`config.mk`:
```
export PLATFORM = sky130hd
export DESIGN_NAME = mem_bus_responder_flat
export DESIGN_NICKNAME = d
export VERILOG_FILES = /design/src/rtl/mem_bus_responder_if.sv /design/src/rtl/mem_bus_responder.sv /design/src/flat_wrapper.sv
export SDC_FILE = /design/constraint.sdc
export NUM_CORES = 2
export LEC_CHECK = 0
export CAP_MARGIN = 20
export CELL_PAD_IN_SITES_DETAIL_PLACEMENT = 0
export CELL_PAD_IN_SITES_GLOBAL_PLACEMENT = 1
export CORE_ASPECT_RATIO = 0.7
export CORE_MARGIN = 3
export CORE_UTILIZATION = 55
export CTS_CLUSTER_SIZE = 24
export DETAILED_ROUTE_END_ITERATION = 10
export HOLD_SLACK_MARGIN = 0.12
export PLACE_DENSITY_LB_ADDON = 0.1
export REMOVE_ABC_BUFFERS = 1
export SYNTH_ARGS = -nofsm -noshare
export SYNTH_HDL_FRONTEND = slang
export SYNTH_SLANG_ARGS = --single-unit
```
`constraint.sdc`:
```
create_clock -name Clock -period 5.2 [get_ports Clock]
set_clock_uncertainty 0.05 [all_clocks]
set_input_delay 1.04 -clock Clock [delete_from_list [all_inputs] [get_ports Clock]]
set_output_delay 1.04 -clock Clock [all_outputs]
set_load 0.02 [all_outputs]
```
`src/rtl/mem_bus_responder_if.sv`:
```
// Multiplexed address/data memory bus between processor control unit and memory.
// Processor drives address/data, ALE and the active-low strobes.
// Memory returns registered read data, its drive enable, Ready and Error.
interface mem_bus_responder_if #(
  parameter int DATA_W = 16
);
  logic [DATA_W-1:0] DataIn;
  logic [DATA_W-1:0] DataOut;
  logic              DataOutEn;
  logic              ALE;
  logic              nME;
  logic              nOE;
  logic              nWE;
  logic              Ready;
  logic              Error;

  modport master (
    output DataIn, ALE, nME, nOE, nWE,
    input  DataOut, DataOutEn, Ready, Error
  );

  modport slave (
    input  DataIn, ALE, nME, nOE, nWE,
    output DataOut, DataOutEn, Ready, Error
  );
endinterface

```
`src/rtl/mem_bus_responder.sv`:
```
// Memory-side responder for the ALE/nME/nOE/nWE multiplexed bus with internal RAM.
// Read data / write commit after WAIT_STATES extra edges (same edge when 0).
// No backpressure: Ready signals completion; an early strobe release aborts the access.
module mem_bus_responder #(
  parameter int DATA_W      = 16,
  parameter int ADDR_W      = 8,
  parameter int WAIT_STATES = 0
) (
  input  logic                 Clock,
  input  logic                 Reset,
  mem_bus_responder_if.slave   bus
);

  localparam int         DEPTH    = 1 << ADDR_W;
  localparam logic [3:0] WAIT_CNT = 4'(WAIT_STATES);
  localparam bit         NO_WAIT  = (WAIT_STATES == 0);

  typedef enum logic [2:0] {IDLE, ADDR, RD, WR, HOLD, ERR} state_t;

  state_t            state;
  state_t            stateNext;
  logic [ADDR_W-1:0] addrReg;
  logic [DATA_W-1:0] wrData;
  logic [DATA_W-1:0] dataOutReg;
  logic              dataOutEnReg;
  logic              readyReg;
  logic              errorReg;
  logic [3:0]        count;

  logic [DATA_W-1:0] mem [DEPTH];

  // Per-edge actions decided by the output process
  logic              readyNext;
  logic              dataOutEnNext;
  logic              errorNext;
  logic              latchAddr;
  logic              captureWr;
  logic              loadCount;
  logic              loadRead;
  logic              memWe;
  logic [DATA_W-1:0] memWData;

  logic bothHigh;
  assign bothHigh = bus.nOE && bus.nWE;

  // State register plus the datapath registers it controls
  always_ff @(posedge Clock) begin
    if (Reset) begin
      state        <= IDLE;
      addrReg      <= '0;
      wrData       <= '0;
      dataOutReg   <= '0;
      dataOutEnReg <= 1'b0;
      readyReg     <= 1'b0;
      errorReg     <= 1'b0;
      count        <= '0;
    end else begin
      state        <= stateNext;
      dataOutEnReg <= dataOutEnNext;
      readyReg     <= readyNext;
      errorReg     <= errorNext;
      if (latchAddr) addrReg <= bus.DataIn[ADDR_W-1:0];
      if (captureWr) wrData <= bus.DataIn;
      if (loadRead)  dataOutReg <= mem[addrReg];
      if (loadCount) count <= WAIT_CNT;
      else if ((state == RD || state == WR) && count != 4'd0) count <= count - 4'd1;
    end
  end

  // RAM write port; reset suppresses the commit so an in-flight write is dropped
  always_ff @(posedge Clock) begin
    if (memWe && !Reset) mem[addrReg] <= memWData;
  end

  // Next-state: nME release beats ALE, ALE beats the strobes
  always_comb begin
    stateNext = state;
    if (bus.nME) begin
      stateNext = IDLE;
    end else if (bus.ALE) begin
      stateNext = ADDR;
    end else begin
      case (state)
        IDLE: stateNext = IDLE;
        ADDR: begin
          if (!bus.nOE && !bus.nWE) stateNext = ERR;
          else if (!bus.nOE)        stateNext = NO_WAIT ? HOLD : RD;
          else if (!bus.nWE)        stateNext = NO_WAIT ? HOLD : WR;
        end
        RD: begin
          if (bus.nOE)              stateNext = ADDR;
          else if (count == 4'd1)   stateNext = HOLD;
        end
        WR: begin
          if (bus.nWE)              stateNext = ADDR;
          else if (count == 4'd1)   stateNext = HOLD;
        end
        HOLD: if (bothHigh) stateNext = ADDR;
        ERR:  if (bothHigh) stateNext = ADDR;
        default: stateNext = IDLE;
      endcase
    end
  end

  // Output/action decode: what the registers and RAM do on this edge
  always_comb begin
    readyNext     = readyReg;
    dataOutEnNext = dataOutEnReg;
    errorNext     = 1'b0;
    latchAddr     = 1'b0;
    captureWr     = 1'b0;
    loadCount     = 1'b0;
    loadRead      = 1'b0;
    memWe         = 1'b0;
    memWData      = wrData;
    if (bus.nME) begin
      readyNext     = 1'b0;
      dataOutEnNext = 1'b0;
    end else if (bus.ALE) begin
      latchAddr     = 1'b1;
      readyNext     = 1'b0;
      dataOutEnNext = 1'b0;
    end else begin
      case (state)
        ADDR: begin
          if (!bus.nOE && !bus.nWE) begin
            errorNext = 1'b1;
          end else if (!bus.nOE) begin
            if (NO_WAIT) begin
              loadRead      = 1'b1;
              dataOutEnNext = 1'b1;
              readyNext     = 1'b1;
            end else begin
              loadCount = 1'b1;
            end
          end else if (!bus.nWE) begin
            captureWr = 1'b1;
            if (NO_WAIT) begin
              memWe     = 1'b1;
              memWData  = bus.DataIn;
              readyNext = 1'b1;
            end else begin
              loadCount = 1'b1;
            end
          end
        end
        RD: begin
          if (!bus.nOE && count == 4'd1) begin
            loadRead      = 1'b1;
            dataOutEnNext = 1'b1;
            readyNext     = 1'b1;
          end
        end
        WR: begin
          if (!bus.nWE && count == 4'd1) begin
            memWe     = 1'b1;
            readyNext = 1'b1;
          end
        end
        HOLD: begin
          if (bothHigh) begin
            readyNext     = 1'b0;
            dataOutEnNext = 1'b0;
          end
        end
        default: ;
      endcase
    end
  end

  assign bus.DataOut   = dataOutReg;
  assign bus.DataOutEn = dataOutEnReg;
  assign bus.Ready     = readyReg;
  assign bus.Error     = errorReg;

endmodule

```
`src/flat_wrapper.sv`:
```
// flat-port wrapper written by rule: the top's interface ports become plain ports
module mem_bus_responder_flat 
#(
  parameter int DATA_W      = 16,
  parameter int ADDR_W      = 8,
  parameter int WAIT_STATES = 0
)
  (Clock, Reset, bus_DataIn, bus_ALE, bus_nME, bus_nOE, bus_nWE, bus_DataOut, bus_DataOutEn, bus_Ready, bus_Error);
  mem_bus_responder_if #(.DATA_W(DATA_W)) bus_i ();
  input  logic Clock;
  input  logic Reset;
  input wire logic [$bits(bus_i.DataIn)-1:0] bus_DataIn;
  input wire logic [$bits(bus_i.ALE)-1:0] bus_ALE;
  input wire logic [$bits(bus_i.nME)-1:0] bus_nME;
  input wire logic [$bits(bus_i.nOE)-1:0] bus_nOE;
  input wire logic [$bits(bus_i.nWE)-1:0] bus_nWE;
  output wire logic [$bits(bus_i.DataOut)-1:0] bus_DataOut;
  output wire logic [$bits(bus_i.DataOutEn)-1:0] bus_DataOutEn;
  output wire logic [$bits(bus_i.Ready)-1:0] bus_Ready;
  output wire logic [$bits(bus_i.Error)-1:0] bus_Error;
  assign bus_i.DataIn = bus_DataIn;
  assign bus_i.ALE = bus_ALE;
  assign bus_i.nME = bus_nME;
  assign bus_i.nOE = bus_nOE;
  assign bus_i.nWE = bus_nWE;
  assign bus_DataOut = bus_i.DataOut;
  assign bus_DataOutEn = bus_i.DataOutEn;
  assign bus_Ready = bus_i.Ready;
  assign bus_Error = bus_i.Error;
  mem_bus_responder #(.DATA_W(DATA_W), .ADDR_W(ADDR_W), .WAIT_STATES(WAIT_STATES)) u_core (.Clock(Clock), .Reset(Reset), .bus(bus_i));
endmodule
```
==> summary.md <==
| Metric | Value |
|---|---|
| Crit. End Element | `register` |
| Register Area | `~120000 µm²` |
| Max-slew headroom | `16.4%` |
| Via density | `just under 7` |
| WL final | `roughly 470000 µm` |
| Most Crowded Layer GR | `met1` |
| Die height | `between 400 and 500 µm` |
| Post-synthesis mux area share | `about 17%` |
| Clock-pin transition on the worst setup and hold timing paths | `about 0.06 ns` |
| Largest family of logic cells by synthesized area | `multiplexers` |
| Run status | `finished, final reports clean` |
| Worst slew pin tran | `1.25 ns` |
| Port Buffer Count | `40` |
| First-pass GRT wire length | `650000 µm` |
| Area share of fa/ha/maj cells after synthesis | `less than 1%` |
| Area of the multi-input gates | `33600 µm²` |
| Leakage | `48.1 nW` |
| Die area | `297000 µm²` |
| Number of global-route vias before repair | `76855` |
| # rows | `around 160` |
| CTS root buffer | `clkbuf_16` |
| Ys async rst share | `0%` |
| Seq cells post-synth | `a little over 4000` |
| Mapped cell area | `160000 µm²` |
| Remaining Overflow, GRT | `0` |
| Unrepaired setup endpoints after global routing | `no` |
| # fillers | `roughly 19000` |
| Worst skew pair latency | `approximately 0.94 ns` |
| Final Cycle Share | `just under 90%` |
| HP Class | `register to register` |
| HPWL Detailed | `~300000 µm` |
| Synth Area in Simple Gates | `about 1.9%` |
| Gr usage total | `between 30% and 40%` |
| Met3 Use GR | `9.49%` |
| Met2 Use GR | `43.1%` |
| Sequential-to-total area share from yosys stat | `77.7%` |
| Total I/O pin count | `41` |
| CTS Hold Bufs | `0` |
| Final hold violation count | `0` |
| Core ar. | `approximately 290000 µm²` |
| Post_cts resized | `0` |
| Total Neg Setup Slack | `0 ns` |
| Cells after Synth | `a little over 7000` |
| Dominant cell type by area after synthesis | `edfxtp_1` |
| Layout Nets | `about 7800` |
| Fin. max-slew vios | `0` |
| Peak VDD IR | `0.291 mV` |
| Largest net degree at the start of global routing | `roughly 120` |
| WS Path Type | `register to register` |
| Share of cells above drive strength 1 | `between 20% and 30%` |
| Placer Congestion | `a little under 1` |
| Fin crit period | `about 4.5 ns` |
| Critical Path RT | `a little under 6 ns` |
| Area Overhead vs Synth | `13.5%` |
| Nature of the critical path startpoint | `register` |
| Inserted Clock Buffers | `roughly 380` |
| Ys flop type | `edfxtp_1` |
| Starting DRT DRC Count | `between 10000 and 15000` |
| Top cell type's share of synthesized area | `77.1%` |
| CTS tree | `yes` |
| Post-synth EDFFs | `a little over 4000` |
| Min Hold Slack | `about 0.44 ns` |
| H-tree depth | `5` |
| Initial Util | `a little under three fifths` |
| Syn_area_per_cell | `about 22 µm²` |
| Warnings, synthesis | `0` |
| Routed Antenna Nets | `0` |
| Compound-cell area share of the yosys netlist | `2.19%` |
| Clk sinks | `4146` |
| Synth cell types | `69` |
| Vias after detailed routing | `just over 80000` |
| Xor/xnor cell area share of the yosys netlist | `less than 1%` |
| Post-CTS Setup Inserts | `0` |
| Critical path arrival | `between 5 and 6 ns` |
| Die extent in x | `650 µm` |
| Initial antenna violation count | `33` |
| Setup violations, final | `0` |
| Worst-path fanout max | `35` |
| Drt pass-1 iters | `6` |
| DR DRC count | `0` |
| MaxCap Viol Count | `0` |
| Deepest clock path buffer count | `4` |
| Largest cells by area after synthesis | `edfxtp_1 77%, mux4_2 15%, mux2i_1 1.5%` |
| FMAX | `roughly 0.22 GHz` |
| DR WL/cell | `39.7 µm` |
| Met1 usage | `between 50% and 60%` |
| Power density over cell area | `approximately 370 nW/µm²` |
-- cell usage after synthesis, types with 5 or more instances --
cell,instances
o211ai_1,7
a31oi_1,29
o21ai_1,14
inv_1,23
nor3b_1,10
a22oi_1,104
nor2b_1,27
buf_2,131
buf_4,81
a32oi_1,27
nor3_1,29
clkbuf_1,137
o21ai_0,56
dfxtp_1,50
nor2_1,372
nor4_1,9
mux2_2,67
nand2_1,165
or3_1,5
mux2i_1,235
a21oi_1,63
a221oi_1,20
nand3_1,56
and3_1,7
a2bb2oi_1,9
o311ai_0,5
edfxtp_1,4096
o2111ai_1,5
nand4_1,5
a22o_1,9
o22ai_1,56
o221ai_1,22
o2111a_1,10
a211oi_1,20
buf_1,17
buf_6,42
mux4_2,1044
a2111oi_0,6
-- power breakdown --
group / switching, W / internal (W) / total, W / leakage, nW
Sequential: 0.0000458 / 0.0362 / 0.0363 / 30.7
Clock: 0.0122 / 0.0161 / 0.0283 / 6.10
Combinational: 0.00143 / 0.000748 / 0.00218 / 11.3
Total: 0.0137 / 0.0530 / 0.0667 / 48.1
-- layer usage --
metal  vias to the layer above  share of wire (%)
met5                         -              0.058
met4                        16                3.2
met3                       736                 14
met2                      5713                 42
met1                     43930                 41
li1                      31553                  -
-- path summary, 6_finish.rpt --
kind	slack (ns)	endpoint	cells past startpoint	from
worst max-delay path	0.66	u_core.bus.DataOut[2]$_SDFFE_PP0P_	9	u_core.addrReg[0]$_SDFFE_PP0P_
worst min-delay path	0.44	u_core.bus.Ready$_SDFFE_PP0P_	1	u_core.bus.Ready$_SDFFE_PP0P_
worst max register to register	0.66	u_core.bus.DataOut[2]$_SDFFE_PP0P_	9	u_core.addrReg[0]$_SDFFE_PP0P_
worst min register to register	0.44	u_core.bus.Ready$_SDFFE_PP0P_	1	u_core.bus.Ready$_SDFFE_PP0P_
-- metrics by stage --
stage | utilization (%) | total power, W | cell area (µm²) | instances | worst slack, ns
2_1_floorplan | - | 0.0396 | 157000 | 6729 | -44.27
3_3_place_gp | 58.8 | 0.0391 | 169000 | 11234 | 0.129
6_report | 63.1 | 0.0667 | 181000 | 11947 | 0.658
4_1_cts | 63.1 | 0.0670 | 181000 | 11929 | 0.786
5_1_grt | 63.1 | 0.0683 | 181000 | 11930 | 0.572
3_5_place_dp | 58.8 | 0.0391 | 169000 | 11236 | 0.124
-- critical path, cell delays in order (launching register included) --
cell,delay [ns]
dfxtp_4,1.08
buf_12,0.36
buf_4,0.35
mux4_2,0.61
mux4_2,0.49
inv_1,0.28
o221ai_1,0.16
a211oi_1,0.26
a2bb2oi_1,0.57
o21ai_1,0.13
-- cells by family after synthesis --
| group | after synthesis |
|---|---|
| flip-flops | 4146 |
| XOR/XNOR | 4 |
| AO/OA/AOI/OAI | 496 |
| AND/OR/NAND/NOR | 709 |
| adder cells (fa/ha/maj) | 2 |
| multiplexers | 1346 |
| buffers and inverters | 435 |
-- placed cells by master (no fill, tap or decap), types with 22 or more instances in the layout --
| cell type | n |
|---|---|
| edfxtp_1 | 4096 |
| mux4_2 | 1044 |
| buf_4 | 577 |
| clkbuf_16 | 390 |
| nor2_1 | 346 |
| mux2i_1 | 235 |
| nand2_1 | 159 |
| a22oi_1 | 104 |
| clkinv_1 | 81 |
| clkinv_2 | 80 |
| buf_12 | 70 |
| clkbuf_1 | 66 |
| a21oi_1 | 63 |
| o22ai_1 | 56 |
| o21ai_0 | 55 |
| mux2_2 | 51 |
| nand3_1 | 51 |
| bufinv_16 | 44 |
| dfxtp_1 | 44 |
| clkdlybuf4s50_1 | 39 |
| a31oi_1 | 29 |
| nor3_1 | 27 |
| a32oi_1 | 27 |
| nor2_2 | 24 |
| o221ai_1 | 22 |
-- final cells by class --
type / instances / share of cell area, %
diodes: 18 / 0.0249
inverters: 26 / 0.0621
repair buffers: 689 / 3.40
well taps: 3818 / 2.64
clock inverters: 228 / 1.27
clock buffers: 465 / 5.59
flip-flops and latches: 4146 / 68.4
multi-input cells: 2557 / 18.6
-- sequential cells by signal (all words and copies together) (netlist names) --
name	cells
u_core.mem	4096
u_core.bus.Error	1
u_core.bus.Ready	1
u_core.bus.DataOutEn	1
u_core.wrData	16
u_core.bus.DataOut	16
u_core.addrReg	8
u_core.count	4
u_core.state	3
Power figures use the tool's default switching activity.
